==> src/rtl/tick_period_meter.sv <==
// Measures the period of a slow asynchronous square wave in clk_in cycles,
// with loss-of-signal timeout and a lock indicator. All outputs are registered.
module tick_period_meter #(
    parameter logic [24:0] TIMEOUT_CYCLES = 25'd25000000,
    parameter int          SYNC_STAGES    = 2
) (
    input  logic        clk_in,
    input  logic        rst,
    input  logic        sig_in,
    output logic [24:0] period,
    output logic        period_valid,
    output logic        timeout,
    output logic        locked
);

    typedef enum logic {
        WAIT_EDGE,
        MEASURE
    } state_t;

    // Edges are ignored until both the synchronizer and its delay flop hold post-reset samples.
    localparam logic [2:0] FILL_DONE = 3'(SYNC_STAGES + 1);

    logic [SYNC_STAGES-1:0] sync_q, sync_d;
    logic                   sync_dly_q, sync_dly_d;
    logic [2:0]             fill_q, fill_d;
    logic                   rise_q, rise_d;

    state_t                 state_q, state_d;
    logic [24:0]            counter_q, counter_d;
    logic [24:0]            capture_q, capture_d;
    logic                   report_q, report_d;
    logic                   lock_flag_q, lock_flag_d;
    logic                   timeout_flag_q, timeout_flag_d;

    logic [24:0]            period_q, period_d;
    logic                   period_valid_q, period_valid_d;
    logic                   locked_q, locked_d;
    logic                   timeout_q, timeout_d;

    logic                   at_limit;

    assign at_limit = (counter_q == TIMEOUT_CYCLES);

    always_comb begin
        sync_d     = {sync_q[SYNC_STAGES-2:0], sig_in};
        sync_dly_d = sync_q[SYNC_STAGES-1];
        fill_d     = (fill_q == FILL_DONE) ? fill_q : fill_q + 3'd1;
        rise_d     = (fill_q == FILL_DONE) && sync_q[SYNC_STAGES-1] && !sync_dly_q;
    end

    always_ff @(posedge clk_in) begin
        if (rst) begin
            sync_q     <= '0;
            sync_dly_q <= 1'b0;
            fill_q     <= 3'd0;
            rise_q     <= 1'b0;
        end else begin
            sync_q     <= sync_d;
            sync_dly_q <= sync_dly_d;
            fill_q     <= fill_d;
            rise_q     <= rise_d;
        end
    end

    always_ff @(posedge clk_in) begin
        if (rst) begin
            state_q <= WAIT_EDGE;
        end else begin
            state_q <= state_d;
        end
    end

    always_comb begin
        state_d = state_q;
        case (state_q)
            WAIT_EDGE: begin
                if (rise_q) begin
                    state_d = MEASURE;
                end
            end
            MEASURE: begin
                if (!rise_q && at_limit) begin
                    state_d = WAIT_EDGE;
                end
            end
            default: state_d = WAIT_EDGE;
        endcase
    end

    // An edge arriving on the same cycle the counter hits the limit is reported, not timed out.
    always_comb begin
        counter_d      = counter_q;
        capture_d      = capture_q;
        report_d       = 1'b0;
        lock_flag_d    = lock_flag_q;
        timeout_flag_d = timeout_flag_q;
        case (state_q)
            WAIT_EDGE: begin
                counter_d = 25'd0;
                if (rise_q) begin
                    counter_d      = 25'd1;
                    timeout_flag_d = 1'b0;
                end
            end
            MEASURE: begin
                if (rise_q) begin
                    report_d    = 1'b1;
                    capture_d   = counter_q;
                    counter_d   = 25'd1;
                    lock_flag_d = 1'b1;
                end else if (at_limit) begin
                    timeout_flag_d = 1'b1;
                    lock_flag_d    = 1'b0;
                    counter_d      = 25'd0;
                end else begin
                    counter_d = counter_q + 25'd1;
                end
            end
            default: begin
                counter_d = 25'd0;
            end
        endcase
    end

    always_ff @(posedge clk_in) begin
        if (rst) begin
            counter_q      <= 25'd0;
            capture_q      <= 25'd0;
            report_q       <= 1'b0;
            lock_flag_q    <= 1'b0;
            timeout_flag_q <= 1'b0;
        end else begin
            counter_q      <= counter_d;
            capture_q      <= capture_d;
            report_q       <= report_d;
            lock_flag_q    <= lock_flag_d;
            timeout_flag_q <= timeout_flag_d;
        end
    end

    always_comb begin
        period_d       = report_q ? capture_q : period_q;
        period_valid_d = report_q;
        locked_d       = lock_flag_q;
        timeout_d      = timeout_flag_q;
    end

    always_ff @(posedge clk_in) begin
        if (rst) begin
            period_q       <= 25'd0;
            period_valid_q <= 1'b0;
            locked_q       <= 1'b0;
            timeout_q      <= 1'b0;
        end else begin
            period_q       <= period_d;
            period_valid_q <= period_valid_d;
            locked_q       <= locked_d;
            timeout_q      <= timeout_d;
        end
    end

    assign period       = period_q;
    assign period_valid = period_valid_q;
    assign locked       = locked_q;
    assign timeout      = timeout_q;

endmodule

==> config.mk <==
export PLATFORM = sky130hd
export DESIGN_NAME = tick_period_meter
export DESIGN_NICKNAME = d
export VERILOG_FILES = /design/src/rtl/tick_period_meter.sv
export SDC_FILE = /design/constraint.sdc
export NUM_CORES = 1
export LEC_CHECK = 0
export ABC_AREA = 1
export ABC_CLOCK_PERIOD_IN_PS = 2200
export CAP_MARGIN = 20
export CORE_AREA = 2 2 84 86
export DETAILED_ROUTE_END_ITERATION = 10
export DIE_AREA = 0 0 86 88
export PLACE_DENSITY = 0.75
export SLEW_MARGIN = 10
export SYNTH_ARGS = -nofsm -noshare
export SYNTH_HDL_FRONTEND = slang
export SYNTH_SLANG_ARGS = --single-unit
==> constraint.sdc <==
create_clock -name clk_in -period 2.2 [get_ports clk_in]
set_input_delay 0.22 -clock clk_in [delete_from_list [all_inputs] [get_ports clk_in]]
set_output_delay 0.22 -clock clk_in [all_outputs]
set_load 0.1 [all_outputs]
==> results of run 1 <==
-- how the worst max path moves through the flow --
stage	from	end	slack (ns)	cells past startpoint
floorplan	period[13]$_SDFFE_PP0P_	period[13]$_SDFFE_PP0P_	0.91	2
global placement	rst	counter_q[2]$_SDFF_PP0_	0.62	6
detailed placement	rst	counter_q[2]$_SDFF_PP0_	0.60	6
CTS	counter_q[0]$_SDFF_PP0_	counter_q[15]$_SDFF_PP0_	0.58	9
global route	counter_q[0]$_SDFF_PP0_	counter_q[13]$_SDFF_PP0_	0.35	9
finish	counter_q[0]$_SDFF_PP0_	counter_q[15]$_SDFF_PP0_	0.58	9
-- cells in the mapped netlist, drive strengths merged --
master and n:
nor2 131, dfxtp 89, nand2 77, o21ai 57, inv 39, a21oi 36, nand3 13, clkbuf 11
buf 7, nand4 5, ha 4, xnor2 4, nand3b 3, nor3 2, a22oi 1, a31oi 1
clkinv 1, nor4 1, xor2 1
-- power breakdown --
part	switching, mW	internal (mW)
Combinational	0.0349	0.0208
Sequential	0.00885	1.62
Clock	0.583	0.440
-- worst max-delay path, stage by stage (launching register included) --
cell and delay, ns:
dfxtp_1 0.34, inv_1 0.11, ha_1 0.16, nand2_1 0.05, inv_1 0.05, nand2_1 0.06
nor2_1 0.11, nand3_1 0.11, nand2_2 0.39, nor2_1 0.09
-- stage by stage --
stage | utilization | instances
2_1_floorplan | - | 483
3_3_place_gp | 0.580 | 579
3_5_place_dp | 0.580 | 579
5_1_grt | 0.607 | 594
6_report | 0.607 | 594
4_1_cts | 0.607 | 594
-- cells by family (layout without fill, tap and decap cells) --
kind of cell / count (synthesis) / count (layout)
AOI/OAI and AO/OA: 95 / 95
and+or+nand+nor: 232 / 232
adders and majority gates: 4 / 4
DFF: 89 / 89
buffers and inverters: 58 / 89
xor gates and xnor gates: 5 / 5
-- flip-flops by register name, summed over array words and instances, names as in the netlist --
name and cells:
locked 1, timeout_d 1, counter_q 25, capture_q 25, timeout 1, period 25
sync_dly_q 1, period_valid 1, sync_q 2, rise_q 1, period_valid_d 1, fill_q 3
lock_flag_q 1, state_q 1
-- routing by layer --
metal	track usage	wire, um	vias to the layer above
li1	-	-	1589
met1	0.301	3880	1385
met2	0.326	3420	47
met3	0.0500	252	7
met4	0.0707	91	0
met5	0	0	-
-- area by class of cell --
| cell class | count | area, sq um | area share |
|---|---|---|---|
| Sequential cell | 89 | 1780 | 0.442 |
| Tap cell | 80 | 100 | 0.0248 |
| Clock buffer | 10 | 138 | 0.0341 |
| Timing Repair Buffer | 34 | 273 | 0.0676 |
| Inverter | 40 | 150 | 0.0372 |
| Clock inverter | 5 | 40.0 | 0.00993 |
| Multi-Input combinational cell | 336 | 1550 | 0.385 |
==> metrics.md, run 1 <==
| Metric | Value |
|---|---|
| Fin crit period | 1.62 ns |
| CP arrival | 1.86 ns |
| HP Class | in2reg |
| R2R setup slack | 0.58 ns |
| # fillers | 619 |
| Clk root buf | clkbuf_8 |
| Synth warn | 0 |
| R2R depth | 9 |
| P&R area growth vs syn | 13.0% |
| Num CTS Buffers | 9 |
| Clock Path Buffers | 2 |
| Detail Placement HPWL | 5440 um |
| WHS Path Cells | 3 |
| Die Ht | 88 um |
| Rows | 30 |
| Peak Freq | 616 MHz |
| TritonCTS Sinks | 89 |
| Part of the Yosys area used for sequential elements | 0.499 |
| Worst Tran Pin Value | 0.677 ns |
| Hold_sp | sig_in |
| Power, Total | 2.71 mW |
| Mux share of post-synthesis cell area | 0 |
| Final Slew Violations | 0 |
| DR vias | 3,028 |
| CTS resizes | 0 |
| Crit path capture type | flop |
| CTS tree | done |
| Post-CTS Setup Bufs | 0 |
| Fin crit share | 0.738 |
| Core area | 6640 sq um |
| Post-DP Area | 3860 sq um |
| Post-route DRC | 0 |
| Crit start category | flop |
| Vias/cell | 5.10 |
| Number of synthesized register bits | 89 |
| Final hold slack | 0.364 ns |
| CP required | 2.43 ns |
| Most frequent cells in the layout | nor2_1, dfxtp_1, nand2_1 |
| Largest family of logic cells by synthesized area | simple AND/OR/NAND/NOR gates |
| Fin. Hold Viols | 0 |
| WL/cell | 12.9 um |
| Simple-gate share of the synthesized area | 0.272 |
| Synth Area in Compound Gates | 0.136 |
| Pwr dens | 672 nW/um^2 |
| Total negative slack | 0 ns |
| Max Fanout on Critical Path | 23 |
| Worst r2r src | counter_q[0]$_SDFF_PP0_ |
| First-pass GRT wire length | 12,700 um |
| Overflow after GRT | 0 |
| # diodes | 0 |
| Gpl congestion | 0.893 |
| RSZ-0062 raised after global routing | false |
| Mapped Cells | 483 |
| Final net count | 517 |
| Adder-Cell Fraction of Synth Area | 0.0140 |
| Synthesized area | 3570 sq um |
| CP Class | reg2reg |
| Worst vdd ir | 0.407 mV |
| Syn_nets | 490 |
| Synth area leaders | dfxtp_1, nor2_1, o21ai_0 |
| Fin Clk Skew | 0.0125 ns |
| Port bufs | 30 |
| Final setup vio count | 0 |
| Clk_lat worst skew | 0.36 ns |
| Final wirelength | 7640 um |
| Dominant cell type by area after synthesis | dfxtp_1 |
| Synth unique cells | 29 |
| Syn_area_per_cell | 7.39 sq um |
| Commonest non-fill, non-tap cell in the layout | nor2_1 |
| Initial DRC Count | 189 |
| Min setup slack post-route | 0.577 ns |
| Antenna-violating nets left | 0 |
| MaxCap Viol Count | 0 |
| Largest net degree at the start of global routing | 56 |
| Htree depth | 3 |
| Hold Path Sink | sync_q[0]$_SDFF_PP0_ |
| Initial antenna violation count | 0 |
| Worst-path clk slew | 0.09 ns |
| Router iterations before antenna repair | 4 |
| Dpl ws | 0.600 ns |
| Finished Cell Area | 4030 sq um |
| Number of global-route vias before repair | 2,669 |
| Share of cells above drive strength 1 | 0.125 |
| Num ports | 31 |
| Max-Slew Margin vs Limit | 0.546 |
| Outcome | complete, no violations |
| Reg2reg end | counter_q[15]$_SDFF_PP0_ |
| Die W | 86 um |
| Total track usage | 0.214 |
| Initial Util | 0.537 |
| LEAKAGE | 1.60 nW |
| Synth top area share | 0.499 |
| Full die area | 7570 sq um |
| Hold-fix buffers, CTS | 0 |
| Xor/xnor share of the synthesized area | 0.0123 |
Note: power is estimated with default switching activity, not from simulation.
==> run 2: changes to the inputs <==
ABC_CLOCK_PERIOD_IN_PS = 1600   (was 2200)
clock period = 1.6 ns   (was 2.2 ns; I/O delays follow)
==> run 2 against run 1 <==
Worst setup slack lost 0.45 ns. Clock power grew 56%. Hold slack lost 0.053 ns. Register-to-register slack lost 0.45 ns. Die area is the same. Routed wire length grew 4.5%. Count of clock-buffer cells in the layout shrank 1. Via count grew 4.3%. Sequential power grew 37%.
==> metrics.md, run 2 (synthesis results as in run 1) <==
| Metric | Value |
|---|---|
| Fin crit period | 1.47 ns (was 1.62 ns) |
| Post-route DRC | 0 (unchanged) |
| P_sw | 0.906 mW (was 0.626 mW) |
| HP Class | in2reg (unchanged) |
| Htree depth | 3 (unchanged) |
| Die Ht | 88 um (unchanged) |
| TritonCTS Sinks | 89 (unchanged) |
| Max Fanout on Critical Path | 23 (unchanged) |
| Clk root buf | clkbuf_8 (unchanged) |
| CP arrival | 1.73 ns (was 1.86 ns) |
| Most frequent cells in the layout | nor2_1, dfxtp_1, nand2_1 (unchanged) |
| LEAKAGE | 1.73 nW (was 1.60 nW) |
| Final Slew Violations | 0 (unchanged) |
| Area of the multi-input gates | 1550 sq um (unchanged) |
| Router iterations before antenna repair | 4 (unchanged) |
| Int Pwr | 3.00 mW (was 2.09 mW) |
| # diodes | 0 (unchanged) |
| First-pass GRT wire length | 13,700 um (was 12,700 um) |
| CP Class | reg2reg (unchanged) |
| Worst-path clk slew | 0.09 ns (about the same) |
| P&R area growth vs syn | 25.2% (was 13.0%) |
| Final net count | 525 (was 517) |
| Clk_lat worst skew | 0.36 ns (about the same) |
| Final wirelength | 7980 um (was 7640 um) |
| Comb pwr share | 0.020 (was 0.021) |
| # fillers | 576 (was 619) |
| Die W | 86 um (unchanged) |
| Outcome | complete, no violations (unchanged) |
| Flop pwr share | 0.574 (was 0.602) |
| MaxCap Viol Count | 0 (unchanged) |
| Total track usage | 0.232 (was 0.214) |
| Num CTS Buffers | 9 (unchanged) |
| Min setup slack post-route | 0.125 ns (was 0.577 ns) |
| Pwr dens | 874 nW/um^2 (was 672 nW/um^2) |
| Crit start category | flop (unchanged) |
| Gpl congestion | 0.923 (was 0.893) |
| Worst Tran Pin Value | 0.315 ns (was 0.677 ns) |
| Rows | 30 (unchanged) |
| Clock Path Buffers | 2 (unchanged) |
| Fin Clk Skew | 0.00521 ns (was 0.0125 ns) |
| Largest net degree at the start of global routing | 38 (was 56) |
| Dpl ws | 0.106 ns (was 0.600 ns) |
| Sw Share | 0.232 (was 0.231) |
| Clk pwr share | 0.406 (was 0.377) |
| WL/cell | 13.2 um (was 12.9 um) |
| Peak Freq | 678 MHz (was 616 MHz) |
| Final setup vio count | 0 (unchanged) |
| Fin. Hold Viols | 0 (unchanged) |
| CP required | 1.86 ns (was 2.43 ns) |
| CTS tree | done (unchanged) |
| Fin crit share | 0.922 (was 0.738) |
| Worst vdd ir | 0.551 mV (was 0.407 mV) |
| Port bufs | 30 (unchanged) |
| DR vias | 3,159 (was 3,028) |
| Final core utilization | 0.673 (was 0.607) |
| Initial DRC Count | 174 (was 189) |
| Commonest non-fill, non-tap cell in the layout | nor2_1 (unchanged) |
| Sequential cell area | 1780 sq um (about the same) |
| Num ports | 31 (unchanged) |
| Crit path capture type | flop (unchanged) |
| Initial Util | 0.537 (unchanged) |
| Power, Total | 3.91 mW (was 2.71 mW) |
| Detail Placement HPWL | 5930 um (was 5440 um) |
| Total negative slack | 0 ns (unchanged) |
| Overflow after GRT | 0 (unchanged) |
| Core area | 6640 sq um (unchanged) |
| Vias/cell | 5.24 (was 5.10) |
| RSZ-0062 raised after global routing | false (unchanged) |
| Number of global-route vias before repair | 2,924 (was 2,669) |
| Antenna-violating nets left | 0 (unchanged) |
| Post-CTS Setup Bufs | 0 (unchanged) |
| Full die area | 7570 sq um (unchanged) |
| Share of cells above drive strength 1 | 0.141 (was 0.125) |
| Initial antenna violation count | 0 (unchanged) |
| Max-Slew Margin vs Limit | 0.789 (was 0.546) |
## run 2: cell count changes in the layout (fill, tap and decap cells not counted)
cell	previous run	this run
clkinvlp_4	3	2
buf_12	1	29
buf_4	31	11
clkbuf_8	10	9
dfxtp_2	0	1
clkinv_2	0	1
bufinv_16	0	1
inv_8	0	1
dfxtp_1	89	88
## run 2: cell type report
cell class,instances,area share
repair buffers,42,0.153
clock inverters,7,0.0176
flip-flops and latches,89,0.399
multi-input cells,336,0.347
inverters,40,0.0336
clock buffers,9,0.0277
well taps,80,0.0224
## run 2: power by group through the flow
stage / Sequential [mW] / Combinational [mW] / Clock (mW)
after global routing: 2.25 / 0.0919 / 1.72
after CTS: 2.24 / 0.0784 / 1.61
final: 2.24 / 0.0789 / 1.59
after detailed placement: 2.30 / 0.0780 / 0
after floorplan: 2.29 / 0.0578 / 0
after global placement: 2.29 / 0.0737 / 0
## run 2: worst paths after layout
| kind | startpoint | end | slack, ns | depth (start not counted) |
|---|---|---|---|---|
| setup / recovery | counter_q[0]$_SDFF_PP0_ | counter_q[15]$_SDFF_PP0_ | 0.13 | 10 |
| hold / removal | sig_in | sync_q[0]$_SDFF_PP0_ | 0.31 | 3 |
| setup reg to reg | counter_q[0]$_SDFF_PP0_ | counter_q[15]$_SDFF_PP0_ | 0.13 | 10 |
| hold reg to reg | sync_dly_q$_SDFF_PP0_ | rise_q$_SDFF_PP0_ | 0.40 | 1 |
## run 2: timing repair
action	4_1_cts	5_1_grt
endpoints found under the setup margin	0	6
hold endpoints to repair	0	0
gates resized for setup	0	1
hold buffers	0	0
## run 2: worst max-delay path: stages, from the launching register on
cell	delay [ns]
dfxtp_2	0.34
inv_1	0.11
ha_1	0.18
nand2_1	0.05
inv_1	0.06
nand2_1	0.08
nor2_1	0.11
nand3_1	0.12
nand2_2	0.10
buf_12	0.16
nor2_1	0.06
## run 2: metal layers
layer / part of all wire / up-vias / GRT usage
met3: 0.042 / 15 / 0.0584
met2: 0.47 / 85 / 0.374
li1: - / 1609 / -
met4: 0.020 / 0 / 0.0837
met1: 0.46 / 1450 / 0.304
met5: 0 / - / 0
## run 2: metrics by stage
step                hold WS [ns]  area [sq um]  cells
floorplan                  0.267          3570    483
detailed placement         0.395          4270    587
global route               0.302          4470    603
global placement           0.384          4270    587
finish                     0.312          4470    603
CTS                        0.301          4470    603
==> run 3: changes to the inputs <==
CORE_AREA = 2 2 72 101   (was 2 2 84 86)
DIE_AREA = 0 0 74 103   (was 0 0 86 88)
PLACE_DENSITY = default   (was 0.75)
PLACE_DENSITY_LB_ADDON = 0.15   (was default)
==> run 3 against run 2 <==
Sequential power is essentially flat. Global-route usage grew 0.84 points. Count of clock-buffer cells in the layout grew 5. First-iteration DRC count grew 0.57%. Largest power group unchanged. Combinational power shrank 3%. Clock skew grew 0.0036 ns. Worst setup slack gained 0.010 ns. Core utilization shrank 0.051 points.
==> metrics.md, run 3 (synthesis results as in run 1) <==
| Metric | Value |
|---|---|
| Num ports | 31 (unchanged) |
| Final hold slack | 0.314 ns (was 0.312 ns) |
| Clk_lat worst skew | 0.36 ns (about the same) |
| Overflow after GRT | 0 (unchanged) |
| Fin crit period | 1.46 ns (was 1.47 ns) |
| Post-route DRC | 0 (unchanged) |
| Initial DRC Count | 175 (was 174) |
| Gpl congestion | 0.965 (was 0.923) |
| CTS resizes | 0 (unchanged) |
| Final wirelength | 8240 um (was 7980 um) |
| Crit-path cells | ha_1 > nand2_1 > inv_1 > nand2_2 > inv_2 > nand2_2 > inv_1 > nand3_1 > a21oi_1 (was inv_1 > ha_1 > nand2_1 > inv_1 > nand2_1 > nor2_1 > nand3_1 > nand2_2 > buf_12 > nor2_1) |
| LEAKAGE | 1.79 nW (was 1.73 nW) |
| Top delay family on crit path | flip-flops (was simple AND/OR/NAND/NOR gates) |
| Reg2reg end | counter_q[24]$_SDFF_PP0_ (was counter_q[15]$_SDFF_PP0_) |
| Fin. Hold Viols | 0 (unchanged) |
| Port bufs | 30 (unchanged) |
| Crit-path slowest cell | dfxtp_2 (unchanged) |
| Rows | 36 (was 30) |
| Clk root buf | clkbuf_8 (unchanged) |
| WL/cell | 13.2 um (about the same) |
| P&R area growth vs syn | 28.1% (was 25.2%) |
| Initial Util | 0.525 (was 0.537) |
| Crit path depth | 9 (was 10) |
| TritonCTS Sinks | 89 (unchanged) |
| Die W | 74 um (was 86 um) |
| CP required | 1.89 ns (was 1.86 ns) |
| CP arrival | 1.76 ns (was 1.73 ns) |
| Max Fanout on Critical Path | 4 (was 23) |
| Final core utilization | 0.672 (was 0.673) |
| Crit start category | flop (unchanged) |
| Post-route insts no fill | 625 (was 603) |
| Pwr dens | 859 nW/um^2 (was 874 nW/um^2) |
| Final Slew Violations | 0 (unchanged) |
| Total negative slack | 0 ns (unchanged) |
| Fin crit share | 0.915 (was 0.922) |
| Full die area | 7620 sq um (was 7570 sq um) |
| R2R setup slack | 0.14 ns (was 0.13 ns) |
| CP max stage delay | 0.37 ns (was 0.34 ns) |
| Vias/cell | 5.00 (was 5.24) |
| Final setup vio count | 0 (unchanged) |
| Share of cells above drive strength 1 | 0.153 (was 0.141) |
| Clock Path Buffers | 2 (unchanged) |
| Worst Tran Pin Value | 0.419 ns (was 0.315 ns) |
| CP Class | reg2reg (unchanged) |
| CP endpoint | counter_q[24]$_SDFF_PP0_ (was counter_q[15]$_SDFF_PP0_) |
| Power, Total | 3.93 mW (was 3.91 mW) |
| Post-CTS Setup Bufs | 0 (unchanged) |
| First-pass GRT wire length | 13,800 um (was 13,700 um) |
| Largest net degree at the start of global routing | 56 (was 38) |
| Num CTS Buffers | 9 (unchanged) |
| DR vias | 3,124 (was 3,159) |
| Crit path from | counter_q[0]$_SDFF_PP0_ (unchanged) |
| Detail Placement HPWL | 6110 um (was 5930 um) |
| Antenna-violating nets left | 0 (unchanged) |
| Commonest non-fill, non-tap cell in the layout | nor2_1 (unchanged) |
| Core area | 6800 sq um (was 6640 sq um) |
| Hold-fix buffers, CTS | 0 (unchanged) |
| HP Class | in2reg (unchanged) |
| Crit path capture type | flop (unchanged) |
| Max-Slew Margin vs Limit | 0.721 (was 0.789) |
| Die Ht | 103 um (was 88 um) |
| Fin Clk Skew | 0.00880 ns (was 0.00521 ns) |
| Worst-path clk slew | 0.08 ns (was 0.09 ns) |
| Most frequent cells in the layout | nor2_1, dfxtp_1, nand2_1 (unchanged) |
| Total track usage | 0.241 (was 0.232) |
| Htree depth | 3 (unchanged) |
| Router iterations before antenna repair | 4 (unchanged) |
| Initial antenna violation count | 0 (unchanged) |
| CTS tree | done (unchanged) |
| Worst vdd ir | 0.789 mV (was 0.551 mV) |
| R2R depth | 9 (was 10) |
| # diodes | 0 (unchanged) |
| Hold_sp | sig_in (unchanged) |
| Number of global-route vias before repair | 3,034 (was 2,924) |
| Peak Freq | 683 MHz (was 678 MHz) |
| # placed instances | 609 (was 587) |
| MaxCap Viol Count | 0 (unchanged) |
| Outcome | complete, no violations (unchanged) |
| Worst r2r src | counter_q[0]$_SDFF_PP0_ (unchanged) |
| Buffer and inverter count on the worst path | 3 (unchanged) |
| Final net count | 532 (was 525) |
| RSZ-0062 raised after global routing | false (unchanged) |
-- run 3: cell count changes in the layout (fill, tap and decap cells not counted), sizes merged --
cell | previous run | this run
inv | 41 | 39
clkbuf | 9 | 14
clkinv | 3 | 2
clkinvlp | 2 | 0
buf | 40 | 47
-- run 3: tightest hold or removal path, cell delays in order --
cell and delay (ns):
clkdlybuf4s50_1 0.40, inv_1 0.05, nor2_1 0.03
-- run 3: worst min-delay path by stage --
stage / to / cells past startpoint
2_1_floorplan: sync_q[0]$_SDFF_PP0_ / 2
3_3_place_gp: rise_q$_SDFF_PP0_ / 1
3_5_place_dp: rise_q$_SDFF_PP0_ / 1
4_1_cts: sync_q[0]$_SDFF_PP0_ / 3
5_1_grt: sync_q[0]$_SDFF_PP0_ / 3
6_report: sync_q[0]$_SDFF_PP0_ / 3
-- run 3: power by group --
group	switching, mW	internal (mW)
Combinational	0.0474	0.0295
Clock	0.759	0.850
Sequential	0.0108	2.23
-- run 3: metrics by stage --
step                      setup slack, ns  cell area, sq um
after floorplan                     0.315              3570
final                               0.136              4570
after global placement              0.159              4360
after global routing               0.0142              4570
after detailed placement            0.114              4360
after CTS                          0.0977              4570
-- run 3: final cells by class --
cell class / instances / area (sq um)
multi-input combinational: 336 / 1550
timing repair buffer: 49 / 761
tap: 95 / 119
clock inverter: 2 / 35.0
sequential: 89 / 1780
clock buffer: 14 / 173
inverter: 40 / 150
fill: 587 / 2230
-- run 3: per-layer routing --
layer | share of wire | global-route usage
met1 | 0.45 | 0.304
met5 | 0 | 0
met2 | 0.48 | 0.377
met4 | 0.033 | 0.123
met3 | 0.038 | 0.0616
